### src/rtl/instr_issuer_if.sv
// Command/data/instruction bundle between the host and the instruction issuer.
// The master modport is the host side; the slave modport is the issuer.
interface instr_issuer_if;
  logic        cmd_valid;
  logic        cmd_ready;
  logic [2:0]  cmd_op;
  logic [15:0] cmd_addr;
  logic [7:0]  cmd_count;
  logic [31:0] data_in;
  logic        data_valid;
  logic        data_ready;
  logic [63:0] instruction;
  logic        busy;
  logic        done;
  logic        cmd_err;

  modport master (
    output cmd_valid, cmd_op, cmd_addr, cmd_count, data_in, data_valid,
    input  cmd_ready, data_ready, instruction, busy, done, cmd_err
  );

  modport slave (
    input  cmd_valid, cmd_op, cmd_addr, cmd_count, data_in, data_valid,
    output cmd_ready, data_ready, instruction, busy, done, cmd_err
  );
endinterface

### src/rtl/instr_issuer.sv
// Host-side sequencer: expands host commands into the 64-bit instruction stream
// {11'b0, data, addr, opcode}, one word per cycle, with NOP gaps after MAC/SEND_WT.
module instr_issuer #(
  parameter int MAC_WAIT     = 16,
  parameter int SEND_WT_WAIT = 8,
  parameter int BUF_ADDR_W   = 7,
  parameter int OUT_ADDR_W   = 4
) (
  input  logic          clk,
  input  logic          rst_n,
  instr_issuer_if.slave bus
);

  localparam int AW = (BUF_ADDR_W > OUT_ADDR_W) ? BUF_ADDR_W : OUT_ADDR_W;

  localparam logic [2:0] CMD_LOAD_INP  = 3'd0;
  localparam logic [2:0] CMD_LOAD_WT   = 3'd1;
  localparam logic [2:0] CMD_SEND_WT   = 3'd2;
  localparam logic [2:0] CMD_MAC       = 3'd3;
  localparam logic [2:0] CMD_STORE     = 3'd4;
  localparam logic [2:0] CMD_TRANSMIT  = 3'd5;
  localparam logic [2:0] CMD_ILLEGAL   = 3'd7;

  localparam logic [4:0] OP_MAC       = 5'b00001;
  localparam logic [4:0] OP_SEND_WT   = 5'b00010;
  localparam logic [4:0] OP_STORE     = 5'b00011;
  localparam logic [4:0] OP_RECV_INP  = 5'b00100;
  localparam logic [4:0] OP_RECV_WT   = 5'b00101;
  localparam logic [4:0] OP_TRANSMIT  = 5'b00110;
  localparam logic [4:0] OP_RESET_ACC = 5'b00111;
  localparam logic [4:0] OP_NOP       = 5'b11111;

  typedef enum logic [2:0] {IDLE, LOAD, XMIT, SINGLE, WAIT} state_e;

  state_e          state_q, state_d;
  logic [2:0]      op_q, op_d;
  logic [AW-1:0]   addr_q, addr_d;
  logic [7:0]      count_q, count_d;
  logic [7:0]      idx_q, idx_d;
  logic [7:0]      wait_q, wait_d;
  logic [63:0]     instr_q, instr_d;
  logic            done_q, done_d;
  logic            err_q, err_d;

  logic                  lastIdx;
  logic [BUF_ADDR_W-1:0] bufAddr;
  logic [OUT_ADDR_W-1:0] outAddr;

  function automatic logic [63:0] mkInstr(input logic [31:0] d, input logic [15:0] a,
                                          input logic [4:0] o);
    return {11'b0, d, a, o};
  endfunction

  assign lastIdx = (idx_q == (count_q - 8'd1));
  assign bufAddr = addr_q[BUF_ADDR_W-1:0] + BUF_ADDR_W'(idx_q);
  assign outAddr = addr_q[OUT_ADDR_W-1:0] + OUT_ADDR_W'(idx_q);

  // Idle/bubble cycles fall through with instr_d = 0 so a stale word is never held.
  always_comb begin
    state_d = state_q;
    op_d    = op_q;
    addr_d  = addr_q;
    count_d = count_q;
    idx_d   = idx_q;
    wait_d  = wait_q;
    instr_d = '0;
    done_d  = 1'b0;
    err_d   = 1'b0;
    case (state_q)
      IDLE: begin
        if (bus.cmd_valid) begin
          op_d    = bus.cmd_op;
          addr_d  = bus.cmd_addr[AW-1:0];
          count_d = bus.cmd_count;
          idx_d   = 8'd0;
          case (bus.cmd_op)
            CMD_LOAD_INP, CMD_LOAD_WT, CMD_TRANSMIT: begin
              if (bus.cmd_count == 8'd0) done_d = 1'b1;
              else state_d = (bus.cmd_op == CMD_TRANSMIT) ? XMIT : LOAD;
            end
            CMD_ILLEGAL: begin
              done_d = 1'b1;
              err_d  = 1'b1;
            end
            default: state_d = SINGLE;
          endcase
        end
      end
      LOAD: begin
        if (bus.data_valid) begin
          instr_d = mkInstr(bus.data_in, 16'(bufAddr),
                            (op_q == CMD_LOAD_WT) ? OP_RECV_WT : OP_RECV_INP);
          idx_d   = idx_q + 8'd1;
          if (lastIdx) begin
            state_d = IDLE;
            done_d  = 1'b1;
          end
        end
      end
      XMIT: begin
        instr_d = mkInstr(32'd0, 16'(outAddr), OP_TRANSMIT);
        idx_d   = idx_q + 8'd1;
        if (lastIdx) begin
          state_d = IDLE;
          done_d  = 1'b1;
        end
      end
      SINGLE: begin
        case (op_q)
          CMD_MAC: begin
            instr_d = mkInstr(32'd0, 16'd0, OP_MAC);
            wait_d  = 8'(MAC_WAIT - 1);
            state_d = WAIT;
          end
          CMD_SEND_WT: begin
            instr_d = mkInstr(32'd0, 16'd0, OP_SEND_WT);
            wait_d  = 8'(SEND_WT_WAIT - 1);
            state_d = WAIT;
          end
          CMD_STORE: begin
            instr_d = mkInstr(32'd0, 16'(addr_q[OUT_ADDR_W-1:0]), OP_STORE);
            state_d = IDLE;
            done_d  = 1'b1;
          end
          default: begin
            instr_d = mkInstr(32'd0, 16'd0, OP_RESET_ACC);
            state_d = IDLE;
            done_d  = 1'b1;
          end
        endcase
      end
      WAIT: begin
        instr_d = mkInstr(32'd0, 16'd0, OP_NOP);
        if (wait_q == 8'd0) begin
          state_d = IDLE;
          done_d  = 1'b1;
        end else begin
          wait_d = wait_q - 8'd1;
        end
      end
      default: state_d = IDLE;
    endcase
  end

  always_ff @(posedge clk or negedge rst_n) begin
    if (!rst_n) begin
      state_q <= IDLE;
      op_q    <= '0;
      addr_q  <= '0;
      count_q <= '0;
      idx_q   <= '0;
      wait_q  <= '0;
      instr_q <= '0;
      done_q  <= 1'b0;
      err_q   <= 1'b0;
    end else begin
      state_q <= state_d;
      op_q    <= op_d;
      addr_q  <= addr_d;
      count_q <= count_d;
      idx_q   <= idx_d;
      wait_q  <= wait_d;
      instr_q <= instr_d;
      done_q  <= done_d;
      err_q   <= err_d;
    end
  end

  assign bus.cmd_ready   = (state_q == IDLE);
  assign bus.data_ready  = (state_q == LOAD);
  assign bus.busy        = (state_q != IDLE);
  assign bus.instruction = instr_q;
  assign bus.done        = done_q;
  assign bus.cmd_err     = err_q;

endmodule

### src/flat_wrapper.sv
// flat-port wrapper written by rule: the top's interface ports become plain ports
module instr_issuer_flat 
#(
  parameter int MAC_WAIT     = 16,
  parameter int SEND_WT_WAIT = 8,
  parameter int BUF_ADDR_W   = 7,
  parameter int OUT_ADDR_W   = 4
)
  (clk, rst_n, bus_cmd_valid, bus_cmd_op, bus_cmd_addr, bus_cmd_count, bus_data_in, bus_data_valid, bus_cmd_ready, bus_data_ready, bus_instruction, bus_busy, bus_done, bus_cmd_err);
  instr_issuer_if bus_i ();
  input  logic clk;
  input  logic rst_n;
  input wire logic [$bits(bus_i.cmd_valid)-1:0] bus_cmd_valid;
  input wire logic [$bits(bus_i.cmd_op)-1:0] bus_cmd_op;
  input wire logic [$bits(bus_i.cmd_addr)-1:0] bus_cmd_addr;
  input wire logic [$bits(bus_i.cmd_count)-1:0] bus_cmd_count;
  input wire logic [$bits(bus_i.data_in)-1:0] bus_data_in;
  input wire logic [$bits(bus_i.data_valid)-1:0] bus_data_valid;
  output wire logic [$bits(bus_i.cmd_ready)-1:0] bus_cmd_ready;
  output wire logic [$bits(bus_i.data_ready)-1:0] bus_data_ready;
  output wire logic [$bits(bus_i.instruction)-1:0] bus_instruction;
  output wire logic [$bits(bus_i.busy)-1:0] bus_busy;
  output wire logic [$bits(bus_i.done)-1:0] bus_done;
  output wire logic [$bits(bus_i.cmd_err)-1:0] bus_cmd_err;
  assign bus_i.cmd_valid = bus_cmd_valid;
  assign bus_i.cmd_op = bus_cmd_op;
  assign bus_i.cmd_addr = bus_cmd_addr;
  assign bus_i.cmd_count = bus_cmd_count;
  assign bus_i.data_in = bus_data_in;
  assign bus_i.data_valid = bus_data_valid;
  assign bus_cmd_ready = bus_i.cmd_ready;
  assign bus_data_ready = bus_i.data_ready;
  assign bus_instruction = bus_i.instruction;
  assign bus_busy = bus_i.busy;
  assign bus_done = bus_i.done;
  assign bus_cmd_err = bus_i.cmd_err;
  instr_issuer #(.MAC_WAIT(MAC_WAIT), .SEND_WT_WAIT(SEND_WT_WAIT), .BUF_ADDR_W(BUF_ADDR_W), .OUT_ADDR_W(OUT_ADDR_W)) u_core (.clk(clk), .rst_n(rst_n), .bus(bus_i));
endmodule
### config.mk
export PLATFORM = sky130hd
export DESIGN_NAME = instr_issuer_flat
export DESIGN_NICKNAME = d
export VERILOG_FILES = /design/src/rtl/instr_issuer_if.sv /design/src/rtl/instr_issuer.sv /design/src/flat_wrapper.sv
export SDC_FILE = /design/constraint.sdc
export NUM_CORES = 1
export LEC_CHECK = 0
export ABC_AREA = 1
export BUFFER_PORTS_ARGS = -buffer_cell sky130_fd_sc_hd__buf_2
export CAP_MARGIN = 30
export CORE_ASPECT_RATIO = 0.8
export CORE_UTILIZATION = 46
export CTS_CLUSTER_DIAMETER = 60
export DETAILED_ROUTE_END_ITERATION = 16
export PLACE_DENSITY = 0.81
export SYNTH_ARGS = -nofsm -noshare
export SYNTH_HDL_FRONTEND = slang
export SYNTH_SLANG_ARGS = --single-unit
### constraint.sdc
create_clock -name clk -period 1.8 [get_ports clk]
set_input_delay 0.09 -clock clk [delete_from_list [all_inputs] [get_ports clk]]
set_output_delay 0.09 -clock clk [all_outputs]
set_load 0.02 [all_outputs]
* Yosys cells after proc, flatten, opt, wreduce, memory -nomap -nowiden
Index checks and enable logic that the tools add are counted.
** Storage, ports and cells
- Logic and storage cells :: 76
- Input port bits :: 63
- Output and inout port bits :: 69
- Flip-flop bits (word level) :: 103
** Operators by class
- Add/sub/neg operators :: 5
- Equal/unequal tests :: 19
- Multiplexer cells :: 30
- Reduce and logical (&&, ||, !) cells :: 13
** Operator list (count)
- $pmux 64 s4 :: 1
- $mux 53 :: 1
- $pmux 8 s2 :: 2
- $pmux 9 s3 :: 1
- $mux 8 :: 3
- $pmux 8 s3 :: 1
- $mux 3 :: 6
- $logic_not 8->1 :: 2
- $sub 8x1->8 const B :: 2
- $pmux 3 s5 :: 1
- $eq 3x2->1 const B :: 4
- $eq 3x3->1 const B :: 4
- $mux 1 :: 10
- $eq 3x1->1 const B :: 3
- $add 8x1->8 const B :: 1
- $eq 8x8->1 :: 1
- $ne 2x2->1 const B :: 4
- $add 7x7->7 :: 1
- $logic_not 3->1 :: 2
- $pmux 3 s2 :: 1
- $reduce_and 3->1 :: 2
- $reduce_bool 3->1 :: 2
- $pmux 1 s5 :: 1
- $reduce_and 5->1 :: 1
- other kinds (10) :: 10

* Longest topological paths before layout
Gate-level depths: netlist of run 1.
- Word-level depth :: 6
- Mapped depth :: 15
- Depth with buffers taken out :: 15

* Worst setup path after synthesis of run 1
Ideal clock, no wire load.
- Kind :: reg-to-reg
- Start :: register u_core.idx_q[0]
- End :: register u_core.instr_q[11], in the netlist u_core.bus.instruction[11]
- Setup slack :: 0.041 ns
- Stages on the path, launching flop included :: 13
- Arrival time :: 1.642 ns
- Period minus slack after synthesis :: 1.759 ns
- Path buffers :: 0
- Path through :: dfrtp_1 > ha_1 > fa_1 > nand3_1 > nand3_1 > nand2_1 > inv_1 > nor2_1 > nor2_1 > nor2_1 > nand2_1 > nand2_1 > nor2_1
** Between the ends
- Cells in the longest elaborated chain, start to end :: 3
** Ends and longest elaborated chain
- start: declaration :: RTL line instr_issuer.sv:39 : logic [7:0] idx_q, idx_d;
- start signal: assignment :: RTL line instr_issuer.sv:161 : idx_q <= idx_d;
- $add 7x7->7 :: RTL line instr_issuer.sv:55 : assign bufAddr = addr_q[BUF_ADDR_W-1:0] + BUF_ADDR_W'(idx_q);
- $mux 53 :: RTL line instr_issuer.sv:90 : if (bus.data_valid) begin
- $pmux 64 s4 :: RTL line instr_issuer.sv:69 : case (state_q)
- named net u_core.instr_d[11] :: RTL line instr_issuer.sv:41 : logic [63:0] instr_q, instr_d;
- end signal: assignment :: RTL line instr_issuer.sv:163 : instr_q <= instr_d;
- end: declaration :: RTL line instr_issuer.sv:41
The timed path passes the listed nets, and every way through them passes these cells.
A chain may end at the register's enable or synchronous reset.

* Worst setup path after layout of run 1
- Start :: register u_core.addr_q[0]
- End :: register u_core.instr_q[11], in the netlist u_core.bus.instruction[11]
** Between the ends
- Cells in the longest elaborated chain, start to end :: 3
** Ends and longest elaborated chain
- start: declaration :: RTL line instr_issuer.sv:37 : logic [AW-1:0] addr_q, addr_d;
- start signal: assignment :: RTL line instr_issuer.sv:159 : addr_q <= addr_d;
- $add 7x7->7 :: RTL line instr_issuer.sv:55
- $mux 53 :: RTL line instr_issuer.sv:90
- $pmux 64 s4 :: RTL line instr_issuer.sv:69
- named net u_core.instr_d[11] :: RTL line instr_issuer.sv:41
The timed path passes the listed nets, and every way through them passes these cells.

==> summary.txt, run 1 <==
Setup crit start: u_core.addr_q[0]$_DFFE_PN0P_
CP Buf/Inv Count: 1
setup violators final: 0
Remaining Overflow, GRT: 0
DR iter-0 viols: 212
number of enable flip-flop cells after synthesis: 0
Die ar.: 9190 µm²
DRC errors left: 0
total track usage: 0.226
Initial Utilization: 0.476
PD cells: 1390 nW/µm²
Mapped Avg Cell Area: 8.57 µm²
Wirelength per Cell: 13.6 µm
pin count of the biggest net entering global routing: 46
die height: 86.0 µm
H-Tree Depth: 3
CTS root buf: clkbuf_8
LEAKAGE: 0.00294 µW
Die Span X: 107 µm
max_cap viols: 0
skew final: 0.0106 ns
antenna cells: 0
met1 Use GR: 0.281
VDD IR-drop max: 0.725 mV
Worst EP required: 2.05 ns
Hold Fails Final Rpt: 0
cell row count: 30
Top cell by count, worst path: nor2_1
Tightest Hold Check Type: primary input to register
worst r2r src: u_core.addr_q[0]$_DFFE_PN0P_
first-pass GRT wire length: 16200 µm
routed vias/inst: 4.96
top-area cell type share of the netlist area: 0.506
worst-margin pin slew: 0.504 ns
number of global-route vias before repair: 3590
Startpoint Class: register
Final Non-Filler Cells: 750
Clock transition at path regs: 0.09 ns
drt first pass iters: 5
Num CTS Buffers: 9
Unique masters post-synth: 43
CTS tree: built
critical path depth: 12
synth top area cells: dfrtp_1 51%, nand2_1 11%, nor2_1 6.1%
Mapped Cells: 473
Slew HR: 0.664
Final min period: 1.77 ns
worst reg2reg setup slack: 0.03 ns
highest achievable clock rate: 565 MHz
slowest CP cell: dfrtp_1
Crit Path Max Fanout: 3
count leader, synth: nand2_1
synth cell count leaders: 124 x nand2_1, 82 x dfrtp_1, 66 x nor2_1
Worst Setup EP: u_core.bus.instruction[11]$_DFF_PN0_
synthesized area: 4050 µm²
CP arrival: 2.02 ns
# clock sinks: 82
r2r endpoint: u_core.bus.instruction[11]$_DFF_PN0_
GR Util met2: 0.391
register bit total from synthesis: 82
design area: 5430 µm²
RSZ-0062 raised after global routing: true
layout overhead on the synthesized area: 33.9%
slowest stage delay, CP: 0.41 ns
Final period util: 0.983
placed cell area: 4660 µm²
gp weighted congestion: 0.854
Detailed Route WL: 10200 µm
vias: 3718
Syn. warnings: 0
Async S/R FF share, synth: 1.00
status: finished clean
register area: 2050 µm²
top cell type by total area after synthesis: dfrtp_1
Final nets: 706
GRT busiest layer: met2
Post-Place Cells: 684
R2R cell count: 12
M3 GR Usage: 0.0433
kind of critical path: register to register
Synth Flop Type: dfrtp_1
Crit path max-delay family: simple AND/OR/NAND/NOR gates
clk buf depth: 2
initial antenna violation count: 0
layout cell share with drive strength beyond 1: 0.271
fin. max-slew vios: 0
core area: 8520 µm²
Cell Chain, Critical Path: ha_2, fa_2, nand3_2, nand3_2, nand2_1, inv_1, nor2_1, nor2_1, nor2_1, nand2_1, nand2_1, nor2_1
DP HPWL: 6730 µm
Min Hold Slack: 0.0124 ns
# IOs: 132
# port buffers: 102
worst-skew pair later-pin latency: 0.35 ns
register area share after synthesis: 0.506
area of the multi-input gates: 1720 µm²
crit end category: register
DRT antenna net count: 0
Fill cells: 654
## where the power goes
group	leakage [µW]	internal (µW)	total (µW)	switching (µW)
registers	0.00109	2340	2730	389
logic	0.00174	1200	3300	2110
clock network	0.000115	804	1520	714
## state kept, by name (all words and copies together) (netlist names)
register and flops:
u_core.addr_q 7, u_core.bus.done 1, u_core.bus.cmd_err 1, u_core.wait_q 8
u_core.idx_q 8, u_core.op_q 3, u_core.state_q 3, u_core.count_q 8
u_core.bus.instruction 43
## metal layers
metal / wire length [µm] / share of wire
met5: 0 / 0
met1: 4410 / 0.43
met2: 4980 / 0.49
met3: 556 / 0.055
met4: 254 / 0.025
## cell type report
class,count,area share
sequential,82,0.378
multi-input combinational,329,0.317
timing repair buffer,163,0.204
inverter,48,0.0332
tap,112,0.0258
clock buffer,9,0.0228
clock inverter,7,0.0191
## timing repair
action                                  in CTS  in global routing
resized for setup                            1                 12
hold buffers                                48                  0
endpoints found under the setup margin       1                  7
pin swaps                                    0                  5
setup buffers                                0                  2
hold endpoints to repair                    84                  0
## cells by family (layout without fill, tap and decap cells)
kind of cell,Yosys count,in the layout,share of synthesized area
xor+xnor,14,14,0.0303
fa+ha+maj,10,10,0.0327
buf+inv,81,227,0.0976
compound gates,45,45,0.0692
simple gates,240,240,0.263
flops,82,82,0.506
other cells,1,20,0.000925
## tightest hold or removal path: stages
cell and delay (ns):
buf_2 0.10, inv_1 0.07, o21ai_1 0.07
## metrics by stage
stage | total power [µW] | util | setup WS (ns) | setup TNS (ns)
6_report | 7560 | 0.637 | 0.0312 | 0
3_3_place_gp | 5590 | 0.547 | 0.0506 | 0
4_1_cts | 7380 | 0.630 | 0.0307 | 0
5_1_grt | 8070 | 0.637 | -0.109 | -0.225
2_1_floorplan | 4880 | - | 0.0411 | 0
3_5_place_dp | 5760 | 0.547 | 0.00610 | 0
## worst min path at each step
stage	cells past startpoint	slack, ns	from	to
2_1_floorplan	0	-0.21	rst_n	u_core.addr_q[0]$_DFFE_PN0P_
3_3_place_gp	1	0.08	rst_n	u_core.count_q[4]$_DFFE_PN0P_
3_5_place_dp	1	0.09	rst_n	u_core.count_q[4]$_DFFE_PN0P_
4_1_cts	3	0.003	bus_cmd_count[7]	u_core.count_q[7]$_DFFE_PN0P_
5_1_grt	3	0.01	bus_cmd_count[7]	u_core.count_q[7]$_DFFE_PN0P_
6_report	3	0.01	bus_cmd_count[7]	u_core.count_q[7]$_DFFE_PN0P_
## placed cells by master (no fill, tap or decap), drive strengths merged, types with 2 or more instances in the layout
master	instances
clkbuf	9
nor2	74
xnor2	6
dlygate4sd3	48
bufinv	2
a22oi	2
a32o	2
xor2	8
nand2	128
a21oi	8
nand3	21
nand4	5
conb	20
dfrtp	82
nor3	8
o211ai	2
ha	9
inv	52
buf	115
o21ai	26
Power figures use the tool's default switching activity.
==> inputs of run 2 (changes only) <==
BUFFER_PORTS_ARGS = -buffer_cell sky130_fd_sc_hd__clkbuf_2   (was -buffer_cell sky130_fd_sc_hd__buf_2)
CORE_ASPECT_RATIO = 1.5   (was 0.8)
==> run 2 against run 1 <==
Wire length increased by 3.4%. Highest routed layer unchanged. Non-clock buffer count decreased by 4. Critical endpoint unchanged. Utilization increased by 1.2 points. Worst setup slack worse by 0.0025 ns. Die area is essentially flat. Cell area increased by 1.2%. Maximum frequency is 0.14% lower. Clock power is 28% higher. First-iteration DRC count up 72%.
==> summary.txt, run 2 (synthesis results as in run 1) <==
HP Start: bus_cmd_count[0] (was bus_cmd_count[7])
Sw Share: 0.409 (was 0.425)
clock share of power: 0.244 (was 0.201)
number of global-route vias before repair: 3910 (was 3590)
gp weighted congestion: 0.899 (was 0.854)
commonest non-fill, non-tap cell in the layout: nand2_1 (unchanged)
DR iter-0 viols: 364 (was 212)
# IOs: 132 (unchanged)
Final period util: 0.984 (was 0.983)
RSZ-0062 raised after global routing: true (unchanged)
DRC errors left: 0 (unchanged)
CTS root buf: clkbuf_16 (was clkbuf_8)
CP arrival: 2.00 ns (was 2.02 ns)
fin. max-slew vios: 0 (unchanged)
cell row count: 41 (was 30)
PD cells: 1450 nW/µm² (was 1390 nW/µm²)
drt first pass iters: 7 (was 5)
routed vias/inst: 5.03 (was 4.96)
Clock transition at path regs: 0.06 ns (was 0.09 ns)
total track usage: 0.244 (was 0.226)
Hold Fails Final Rpt: 0 (unchanged)
max_cap viols: 0 (unchanged)
# clock sinks: 82 (unchanged)
H-Tree Depth: 3 (unchanged)
setup violators final: 0 (unchanged)
Wirelength per Cell: 14.2 µm (was 13.6 µm)
skew final: 0.0104 ns (was 0.0106 ns)
initial antenna violation count: 0 (unchanged)
worst setup margin: 0.0287 ns (was 0.0312 ns)
most frequent cells in the layout: 122 x nand2_1, 101 x clkbuf_2, 82 x dfrtp_1, 65 x nor2_1, 45 x dlygate4sd3_1 (was 123 x nand2_1, 101 x buf_2, 82 x dfrtp_1, 65 x nor2_1, 48 x dlygate4sd3_1)
combinational share of power: 0.411 (was 0.437)
Min Hold Slack: 0.00515 ns (was 0.0124 ns)
kind of critical path: register to register (unchanged)
highest achievable clock rate: 565 MHz (about the same)
DP HPWL: 6830 µm (was 6730 µm)
# port buffers: 102 (unchanged)
first-pass GRT wire length: 17000 µm (was 16200 µm)
Startpoint Class: register (unchanged)
CTS tree: built (unchanged)
VDD IR-drop max: 0.720 mV (was 0.725 mV)
worst r2r src: u_core.addr_q[0]$_DFFE_PN0P_ (unchanged)
layout overhead on the synthesized area: 35.5% (was 33.9%)
Setup crit start: u_core.addr_q[0]$_DFFE_PN0P_ (unchanged)
Int Power: 4710 µW (was 4340 µW)
pin count of the biggest net entering global routing: 50 (was 46)
crit end category: register (unchanged)
Crit Path Max Fanout: 3 (unchanged)
die height: 117 µm (was 86.0 µm)
Num CTS Buffers: 9 (unchanged)
Die Span X: 78.6 µm (was 107 µm)
clk buf depth: 2 (unchanged)
Worst EP required: 2.03 ns (was 2.05 ns)
max FFs per register: 43 (unchanged)
Final min period: 1.77 ns (about the same)
Remaining Overflow, GRT: 0 (unchanged)
dpl ws: 0.000330 ns (was 0.00610 ns)
Reg power frac: 0.346 (was 0.362)
layout cell share with drive strength beyond 1: 0.271 (about the same)
DRT antenna net count: 0 (unchanged)
Tightest Hold Check Type: primary input to register (unchanged)
Detailed Route WL: 10500 µm (was 10200 µm)
Final nets: 702 (was 706)
antenna cells: 0 (unchanged)
core area: 8460 µm² (was 8520 µm²)
P_sw: 3260 µW (was 3210 µW)
vias: 3726 (was 3718)
worst-skew pair later-pin latency: 0.34 ns (was 0.35 ns)
Initial Utilization: 0.479 (was 0.476)
status: finished clean (unchanged)
LEAKAGE: 0.00294 µW (about the same)
Die ar.: 9200 µm² (was 9190 µm²)
[run 2: power groups by stage]
stage                     combinational (µW)  clock (µW)  sequential (µW)
after floorplan                         1970           0             2910
after global placement                  2900           0             2710
after detailed placement                3000           0             2760
after CTS                               3120        1940             2730
after global routing                    3630        2040             2810
final                                   3270        1940             2750
[run 2: cell type report]
class	count	area (µm²)
fillers	635	2970
flip-flops and latches	82	2050
multi-input cells	329	1740
repair buffers	159	1070
clock buffers	13	270
inverters	48	180
well taps	107	134
clock inverters	3	46.3
[run 2: stage by stage]
stage                     std cells   util  total power (µW)  TNS (ns)  cell area, µm²
after CTS                       740  0.641              7800         0            5420
after floorplan                 492      -              4880         0            4120
after detailed placement        679  0.549              5760         0            4650
after global routing            741  0.649              8480    -0.246            5490
final                           741  0.649              7960         0            5490
after global placement          679  0.549              5620         0            4650
[run 2: per-layer routing]
layer	vias to the layer above	track usage	share of wire
li1	1755	-	-
met1	1771	0.242	0.35
met2	159	0.449	0.56
met3	41	0.0574	0.053
met4	0	0.167	0.040
met5	-	0	0
[run 2: worst paths after layout]
| check | slack, ns | depth (start not counted) | to |
|---|---|---|---|
| max reg2reg | 0.03 | 12 | u_core.bus.instruction[11]$_DFF_PN0_ |
| min reg2reg | 0.49 | 2 | u_core.addr_q[4]$_DFFE_PN0P_ |
| min in group asynchronous | 0.24 | 2 | u_core.count_q[4]$_DFFE_PN0P_ |
| min | 0.005 | 3 | u_core.count_q[0]$_DFFE_PN0P_ |
| max in group asynchronous | 0.95 | 3 | u_core.bus.instruction[29]$_DFF_PN0_ |
| max | 0.03 | 12 | u_core.bus.instruction[11]$_DFF_PN0_ |
[run 2: repair_timing]
action / in CTS / in global routing
endpoints found under the setup margin: 1 / 5
hold buffers: 45 / 0
cloned: 0 / 0
endpoints found under the hold margin: 77 / 0
setup buffers: 0 / 1
gates resized for setup: 2 / 14
pin swaps: 0 / 6
[run 2: worst max-delay path: stages (launching register included)]
cell and delay [ns]:
dfrtp_1 0.42, ha_4 0.18, fa_2 0.34, nand3_2 0.09, nand3_2 0.09, nand2_1 0.09
inv_1 0.05, nor2_1 0.08, nor2_1 0.05, nor2_2 0.11, nand2_1 0.06, nand2_1 0.05
nor2_1 0.04
==> inputs of run 3 (changes only) <==
BUFFER_PORTS_ARGS = unset   (was -buffer_cell sky130_fd_sc_hd__clkbuf_2)
CORE_UTILIZATION = 57   (was 46)
DONT_BUFFER_PORTS = 1   (was unset)
PLACE_DENSITY = 0.8   (was 0.81)
SLEW_MARGIN = 20   (was unset)
==> run 3 against run 2 <==
Utilization rose by 6.3 points. Non-clock buffer count fell by 94. Global-route usage rose by 2.7 points. Highest routed layer unchanged. Power fell by 12%. Final cell count fell by 17%. Sequential power rose by 8.4%. Combinational power fell by 13%. Maximum frequency fell by 0.43%. Largest cell class unchanged. Flip-flop and latch count did not move. Largest power group is now sequential cells. Sequential share of layout area rose by 4.7 points. The flow now finishes with violations (negative hold slack).
==> summary.txt, run 3 (synthesis results as in run 1) <==
initial antenna violation count: 0 (unchanged)
antenna cells: 0 (unchanged)
RSZ-0062 raised after global routing: true (unchanged)
Final period util: 0.988 (was 0.984)
Initial Utilization: 0.591 (was 0.479)
layout overhead on the synthesized area: 20.4% (was 35.5%)
Num CTS Buffers: 9 (unchanged)
Remaining Overflow, GRT: 0 (unchanged)
max FFs per register: 43 (unchanged)
Crit Path Max Fanout: 3 (unchanged)
CTS tree: built (unchanged)
total track usage: 0.271 (was 0.244)
drt first pass iters: 7 (unchanged)
Hold Fails Final Rpt: 82 (was 0)
slowest stage delay, CP: 0.41 ns (was 0.42 ns)
final core utilization: 0.712 (was 0.649)
PD cells: 1440 nW/µm² (was 1450 nW/µm²)
DRC errors left: 0 (unchanged)
cell row count: 37 (was 41)
clk buf depth: 2 (unchanged)
crit end category: register (unchanged)
Fill cells: 487 (was 635)
Final Non-Filler Cells: 618 (was 741)
worst-margin pin slew: 0.723 ns
# IOs: 132 (unchanged)
vias: 3310 (was 3726)
Cell Chain, Critical Path: ha_2, fa_2, nand3_2, nand3_2, nand2_2, inv_2, nor2_1, nor2_1, nor2_1, nand2_1, nand2_1, nor2_1 (was ha_4, fa_2, nand3_2, nand3_2, nand2_1, inv_1, nor2_1, nor2_1, nor2_2, nand2_1, nand2_1, nor2_1)
Min Hold Slack: -0.582 ns (was 0.00515 ns)
# port buffers: 0 (was 102)
fin. max-slew vios: 0 (unchanged)
# clock sinks: 82 (unchanged)
Clock transition at path regs: 0.09 ns (was 0.06 ns)
setup violators final: 0 (unchanged)
Tightest Hold Check Type: primary input to async pin (was primary input to register)
status: finished with violations (was finished clean)
dpl ws: -0.0323 ns (was 0.000330 ns)
kind of critical path: register to register (unchanged)
Final min period: 1.78 ns (was 1.77 ns)
Final nets: 608 (was 702)
Post-Place Cells: 548 (was 679)
die height: 105 µm (was 117 µm)
worst-skew pair later-pin latency: 0.36 ns (was 0.34 ns)
commonest non-fill, non-tap cell in the layout: nand2_1 (unchanged)
slowest CP cell: dfrtp_1 (unchanged)
Die ar.: 7460 µm² (was 9200 µm²)
max_cap viols: 0 (unchanged)
most frequent cells in the layout: 118 x nand2_1, 82 x dfrtp_1, 66 x nor2_1, 51 x dlygate4sd3_1, 38 x inv_1 (was 122 x nand2_1, 101 x clkbuf_2, 82 x dfrtp_1, 65 x nor2_1, 45 x dlygate4sd3_1)
LEAKAGE: 0.00245 µW (was 0.00294 µW)
Startpoint Class: register (unchanged)
highest achievable clock rate: 562 MHz (was 565 MHz)
DRT antenna net count: 0 (unchanged)
first-pass GRT wire length: 15300 µm (was 17000 µm)
skew final: 0.00905 ns (was 0.0104 ns)
DR iter-0 viols: 160 (was 364)
routed vias/inst: 5.36 (was 5.03)
H-Tree Depth: 3 (unchanged)
layout cell share with drive strength beyond 1: 0.143 (was 0.271)
CTS root buf: clkbuf_8 (was clkbuf_16)
hold buffers post-CTS: 52 (was 45)
VDD IR-drop max: 0.872 mV (was 0.720 mV)
Die Span X: 70.8 µm (was 78.6 µm)
CP arrival: 2.04 ns (was 2.00 ns)
failing checks: negative hold slack
pin count of the biggest net entering global routing: 83 (was 50)
core area: 6850 µm² (was 8460 µm²)
Wirelength per Cell: 15.8 µm (was 14.2 µm)
number of global-route vias before repair: 3277 (was 3910)
worst reg2reg setup slack: 0.02 ns (was 0.03 ns)
Slew HR: 0.518
Worst EP required: 2.06 ns (was 2.03 ns)
gp weighted congestion: 0.854 (was 0.899)
worst setup margin: 0.0210 ns (was 0.0287 ns)
Detailed Route WL: 9740 µm (was 10500 µm)
Top cell by count, worst path: nor2_1
DP HPWL: 6030 µm (was 6830 µm)
[run 3: cell types whose count changed in the layout (fill, tap and decap cells not counted), moves of 2 or more]
cell | before | now
clkbuf_2 | 101 | 0
clkbuf_16 | 9 | 0
clkbuf_8 | 3 | 9
dlygate4sd3_1 | 45 | 51
nand2_1 | 122 | 118
nand2_2 | 4 | 8
inv_6 | 0 | 3
clkinv_2 | 0 | 2
[run 3: worst max-delay path, delay by kind of cell (launching register included)]
family,cells,cell delay [ns]
AND/OR/NAND/NOR,9,0.67
flip-flops,1,0.41
buffers and inverters,1,0.03
adder cells (fa/ha/maj),2,0.57
[run 3: area by class of cell]
| cell class | count | area, µm² | area share |
|---|---|---|---|
| Multi-Input combinational cell | 329 | 1750 | 0.359 |
| Inverter | 48 | 180 | 0.0369 |
| Sequential cell | 82 | 2050 | 0.421 |
| Clock inverter | 7 | 52.6 | 0.0108 |
| Timing Repair Buffer | 65 | 621 | 0.127 |
| Tap cell | 78 | 97.6 | 0.0200 |
| Clock buffer | 9 | 124 | 0.0254 |
[run 3: what timing repair did]
item                                    4_1_cts  5_1_grt
gates resized for setup                       1       20
buffers inserted                              0        2
endpoints found under the setup margin        1       10
pin swaps                                     0       10
endpoints found under the hold margin       135       82
[run 3: where the power goes]
group / internal [µW] / leakage, µW / switching (µW)
clock network: 512 / 0.0000904 / 705
logic: 1040 / 0.00128 / 1790
registers: 2350 / 0.00109 / 630
[run 3: metrics by stage]
| stage | total power [µW] | area [µm²] | hold WS [ns] | setup TNS [ns] |
|---|---|---|---|---|
| 2_1_floorplan | 4880 | 4120 | -0.206 | 0 |
| 3_3_place_gp | 5360 | 4090 | -0.202 | 0 |
| 3_5_place_dp | 5470 | 4090 | -0.204 | -0.0323 |
| 4_1_cts | 6780 | 4790 | -0.595 | 0 |
| 5_1_grt | 7470 | 4880 | -0.595 | -0.0950 |
| 6_report | 7020 | 4880 | -0.582 | 0 |
[run 3: final timing paths]
kind,start,to,depth (start not counted)
hold reg to reg,u_core.addr_q[4]$_DFFE_PN0P_,u_core.addr_q[4]$_DFFE_PN0P_,2
max in group asynchronous,rst_n,u_core.addr_q[0]$_DFFE_PN0P_,0
setup / recovery,u_core.addr_q[0]$_DFFE_PN0P_,u_core.bus.instruction[11]$_DFF_PN0_,12
min in group clk,bus_cmd_valid,u_core.op_q[1]$_DFFE_PN0P_,4
hold / removal,rst_n,u_core.state_q[1]$_DFFE_PN0P_,0
setup reg to reg,u_core.addr_q[0]$_DFFE_PN0P_,u_core.bus.instruction[11]$_DFF_PN0_,12
[run 3: metal layers]
metal / share of wire / track usage / up-vias
met4: 0.031 / 0.116 / 0
met2: 0.55 / 0.499 / 123
met3: 0.057 / 0.0717 / 26
li1: - / - / 1565
met5: 0 / 0 / -
met1: 0.36 / 0.287 / 1596
